**config.mk**
```make
export PLATFORM = sky130hd
export DESIGN_NAME = pipeline_ctrl
export DESIGN_NICKNAME = d
export VERILOG_FILES = /design/src/rtl/pipeline_ctrl.sv
export SDC_FILE = /design/constraint.sdc
export NUM_CORES = 1
export LEC_CHECK = 0
export BUFFER_PORTS_ARGS = -buffer_cell sky130_fd_sc_hd__buf_2
export CORE_MARGIN = 2
export CORE_UTILIZATION = 60
export CTS_BUF_LIST = sky130_fd_sc_hd__clkbuf_8
export CTS_CLUSTER_SIZE = 10
export DETAILED_ROUTE_END_ITERATION = 16
export MAX_ROUTING_LAYER = met4
export PLACE_DENSITY = 0.9
export SETUP_SLACK_MARGIN = 0.4
export SLEW_MARGIN = 5
export SYNTH_ARGS = -nofsm -noshare
export SYNTH_HDL_FRONTEND = slang
export SYNTH_SLANG_ARGS = --single-unit
export TNS_END_PERCENT = 50
```
**constraint.sdc**
```tcl
create_clock -name CLK -period 5.6 [get_ports CLK]
set_clock_uncertainty 0.05 [all_clocks]
set_input_delay 0.56 -clock CLK [delete_from_list [all_inputs] [get_ports CLK]]
set_output_delay 0.56 -clock CLK [all_outputs]
set_load 0.01 [all_outputs]
```
**src/rtl/pipeline_ctrl.sv**
```systemverilog
// pipeline_ctrl: per-stage hold/bubble/flush enables, occupancy shadow, halt drain FSM
// and saturating performance counters for an NSTAGES in-order pipeline.
module pipeline_ctrl #(
    parameter int NSTAGES = 5,
    parameter int CNT_W   = 32
) (
    input  logic               CLK,
    input  logic               nRST,
    input  logic [NSTAGES-1:0] stall_req,
    input  logic [NSTAGES-1:0] flush_req,
    input  logic               fetch_valid,
    input  logic               halt_req,
    input  logic               mem_busy,
    output logic [NSTAGES-1:0] en,
    output logic [NSTAGES-1:0] zero,
    output logic [NSTAGES-1:0] valid,
    output logic               halt,
    output logic [1:0]         state,
    output logic [CNT_W-1:0]   stall_cycles,
    output logic [CNT_W-1:0]   flush_count,
    output logic [CNT_W-1:0]   retired_count
);
    typedef enum logic [1:0] {RUN = 2'd0, DRAIN = 2'd1, HALTED = 2'd2} state_t;

    state_t             r_state, w_next;
    logic [NSTAGES-1:0] r_valid, w_hold, w_flushed, w_shift;
    logic               r_halt, w_run;
    logic [CNT_W-1:0]   r_stall, r_flush, r_ret;

    // nRST gates the enables so nothing loads while reset is held
    assign w_run   = nRST && (r_state == RUN);
    assign w_shift = {r_valid[NSTAGES-2:0], fetch_valid};

    always_comb begin
        w_hold                 = '0;
        w_flushed              = '0;
        w_hold[NSTAGES-1]      = stall_req[NSTAGES-1];
        for (int i = NSTAGES - 2; i >= 0; i--) begin
            w_hold[i]    = w_hold[i+1] | stall_req[i];
            w_flushed[i] = w_flushed[i+1] | flush_req[i+1];
        end
    end

    always_comb begin
        en      = '0;
        zero    = '0;
        zero[0] = w_run && (w_flushed[0] || !fetch_valid);
        for (int i = 0; i < NSTAGES; i++)
            en[i] = w_run && (!w_hold[i] || w_flushed[i]);
        for (int i = 1; i < NSTAGES; i++)
            zero[i] = w_run && (w_flushed[i] || (w_hold[i-1] && !w_hold[i]));
    end

    always_comb begin
        w_next = r_state;
        if (r_state == RUN && halt_req)
            w_next = DRAIN;
        else if (r_state == DRAIN && !mem_busy)
            w_next = HALTED;
    end

    always_ff @(posedge CLK or negedge nRST) begin
        if (!nRST) begin
            r_state <= RUN;
            r_valid <= '0;
            r_halt  <= 1'b0;
            r_stall <= '0;
            r_flush <= '0;
            r_ret   <= '0;
        end else begin
            r_state <= w_next;
            r_halt  <= r_halt || (w_next == HALTED);
            for (int i = 0; i < NSTAGES; i++)
                if (en[i])
                    r_valid[i] <= zero[i] ? 1'b0 : w_shift[i];
            if (r_state == RUN) begin
                if (|stall_req && !(&r_stall))
                    r_stall <= r_stall + CNT_W'(1);
                if (|flush_req && !(&r_flush))
                    r_flush <= r_flush + CNT_W'(1);
                if (en[NSTAGES-1] && r_valid[NSTAGES-1] && !(&r_ret))
                    r_ret <= r_ret + CNT_W'(1);
            end
        end
    end

    assign valid         = r_valid;
    assign halt          = r_halt;
    assign state         = r_state;
    assign stall_cycles  = r_stall;
    assign flush_count   = r_flush;
    assign retired_count = r_ret;
endmodule

```
==> results.yml <==
sta:
  whs_ns: 0.0573
  fmax_mhz: 355
  layout_min_cycle_time_ns: 2.81
  worst_slew_pin_slew_ns: 0.994
  slew_headroom_pct: 33.2
  fin_ws_ns: 2.79
  finalCritPeriodShare_pct: 50.2
  setup_viol: 0
  rsz0062_at_grt: "false"
  drv_slew: 0
  hold_viol: 0
  final.setup.tns_ns: 0
clock_tree:
  cts_tree: "done"
  cts-resized-gates: 0
  cts_hold_buf: 0
  path_clk_slew_ns: 0.11
  clk_latency_ns: 0.37
  clock_path_buffers: 2
  cts-root-buf: "clkbuf_8"
  cts.sinks: 104
  htree_num_levels: 3
  cts_buffers: 9
  post_cts_buffers: 0
yosys:
  synth_compound_area_share_pct: 3.67
  synth_nets: 519
  synth_area_um2: 5220
  yosys_most_used_dff: "dfrtp_1"
  synth_top_family_by_area: "simple AND/OR/NAND/NOR gates"
  synth-seq-cells: 104
  synth_edf_count: 0
  syn-mean-instance-area_um2: 10.4
  synthXorXnorAreaFrac_pct: 15.5
  synthAdderAreaFrac_pct: 0.720
  synth_async_sr_flop_share_pct: 100
  synth-simple-area-share_pct: 27.8
  synthMuxAreaShare_pct: 0.648
  seq_area_frac_synth_pct: 49.9
  synth_cell_type_count: 51
  yosys_warnings: 0
  syn_inst: 501
setup_path:
  crit_slowest_cell: "nor4_4"
  cp_max_fo: 22
  worstPathArrival_ns: 3.00
  reg2reg_slack_ns: 2.79
  crit_start: "flush_count[0]"
  startpoint_type: "register"
  path_class: "register to register"
  required_ns: 5.79
  r2r_start: "flush_count[0]"
  setup.worst_path.end_class: "register"
  cp_slowest_stage_delay_ns: 0.76
  worstPathCellList: "ha_1 -> nand4_1 -> or4_4 -> nor4_4 -> nand2b_1 -> mux2_1"
placed_design:
  placedInstanceArea_um2: 5960
  io_buffers: 128
  dp_hpwl_mm: 9.18
  dp_slack_ns: 2.85
  place_congestion: 0.965
  dp_cells: 731
final_layout:
  postLayoutCoreUtil_pct: 71.6
  nNetsFinal: 652
  syn2layout_area_growth_pct: 18.0
  diodes: 0
  drive_gt1_share_pct: 25.5
  fin_area_um2: 6150
  finalNonFillerCells: 747
drt:
  met2WireLength_mm: 6.05
  drc_errors: 0
  routed_wirelength_mm: 12.4
  wl_per_cell_um: 16.6
  vias: 4445
  via_per_inst: 5.95
  top_layer: "met4"
  met1_length_mm: 5.40
  drt_iter0_drc: 214
  wl_met3_um: 679
  final_antenna_net_count: 0
  detail_route.first_pass.iterations: 4
pwr:
  leakage_nw: 3.10
  peakVddDrop_uv: 185
  p_total_mw: 1.42
  powerDensity_nw_per_um2: 231
global_route:
  grt_start_max_net_pins: 75
  grt_antenna_before_repair: 0
  overflow: 0
  track_usage_pct: 27.9
  grt_pass1_vias: 4318
  grt_pass1_wl_mm: 21.1
run:
  cap_viol_max_count: 0
floorplanning:
  row_count: 34
  core_um2: 8590
  die_h_um: 97.2
  dieWidth_um: 97.2
  dieArea_um2: 9450
  initial_core_util_pct: 60.7
  io_pins: 129
min_path:
  hold_class: "input port to asynchronous set/reset pin"
outcome:
  status: "completed"
worst max-delay path, delay by kind of cell, from the launching register on:
family,cells,cell delay (ns)
flip-flops,1,0.42
multiplexers,1,0.34
adder cells (fa/ha/maj),1,0.22
AND/OR/NAND/NOR,4,1.66
final cells by class:
type                            count  area, um2
Sequential cell                   104       2600
Multi-Input combinational cell    376       2520
Fill cell                         651       2440
Timing Repair Buffer              130        658
Clock buffer                       11        151
Tap cell                          108        135
Inverter                           13       48.8
Clock inverter                      5       38.8
flip-flops by register name (all words and copies together), names as in the netlist:
name and count:
state 2, valid 5, flush_count 32, stall_cycles 32, halt 1, retired_count 32
cells by family (layout without fill, tap and decap cells):
family / count (synthesis) / count (layout)
AO/OA/AOI/OAI: 26 / 26
XOR/XNOR: 92 / 92
adder cells (fa/ha/maj): 3 / 3
buffers and inverters: 21 / 159
flip-flops: 104 / 104
multiplexers: 3 / 3
AND/OR/NAND/NOR: 252 / 252
Yosys cell counts, types with 3 or more instances:
cell / number / area [um2]
a21oi_1: 3 / 15.0
and2_1: 10 / 62.6
and3_1: 17 / 106
and4_1: 15 / 131
buf_2: 3 / 15.0
dfrtp_1: 104 / 2600
ha_1: 3 / 37.5
inv_1: 13 / 48.8
nand2_1: 35 / 131
nand2b_1: 3 / 18.8
nand3_1: 51 / 255
nand4_1: 38 / 238
nand4b_1: 3 / 26.3
nor2_1: 25 / 93.8
nor3_1: 25 / 125
nor4_1: 8 / 50.1
o21a_1: 3 / 22.5
o21ai_0: 9 / 45.0
or2_2: 3 / 18.8
or4_1: 3 / 22.5
xnor2_1: 65 / 569
xor2_1: 27 / 236
power breakdown:
part	switching (mW)	internal [mW]
Sequential	0.0467	0.784
Combinational	0.0808	0.0577
Clock	0.260	0.190
path summary, 6_finish.rpt:
path,endpoint,depth (start not counted)
hold reg to reg,flush_count[30],1
hold / removal,retired_count[21],1
setup reg to reg,flush_count[1],6
max in group asynchronous,flush_count[4],2
min in group CLK,state[0],3
setup / recovery,flush_count[1],6
cells in the final DEF, fill, tap and decap left out, types with 8 or more instances in the layout:
cell type	netlist	routed
buf_2	3	127
dfrtp_1	104	104
xnor2_1	65	65
nand3_1	51	51
nand4_1	38	38
nand2_1	35	35
xor2_1	27	27
nor2_1	25	25
nor3_1	25	25
and3_1	17	17
and4_1	15	15
inv_1	13	13
clkbuf_8	0	11
and2_1	10	10
o21ai_0	9	9
nor4_1	8	8
per-layer routing:
metal / global-route usage (%) / vias up
li1: - / 2079
met1: 37.9 / 2184
met2: 43.4 / 161
met3: 3.81 / 21
met4: 10.9 / 0
met5: - / -
(Power assumes the default switching activity.)
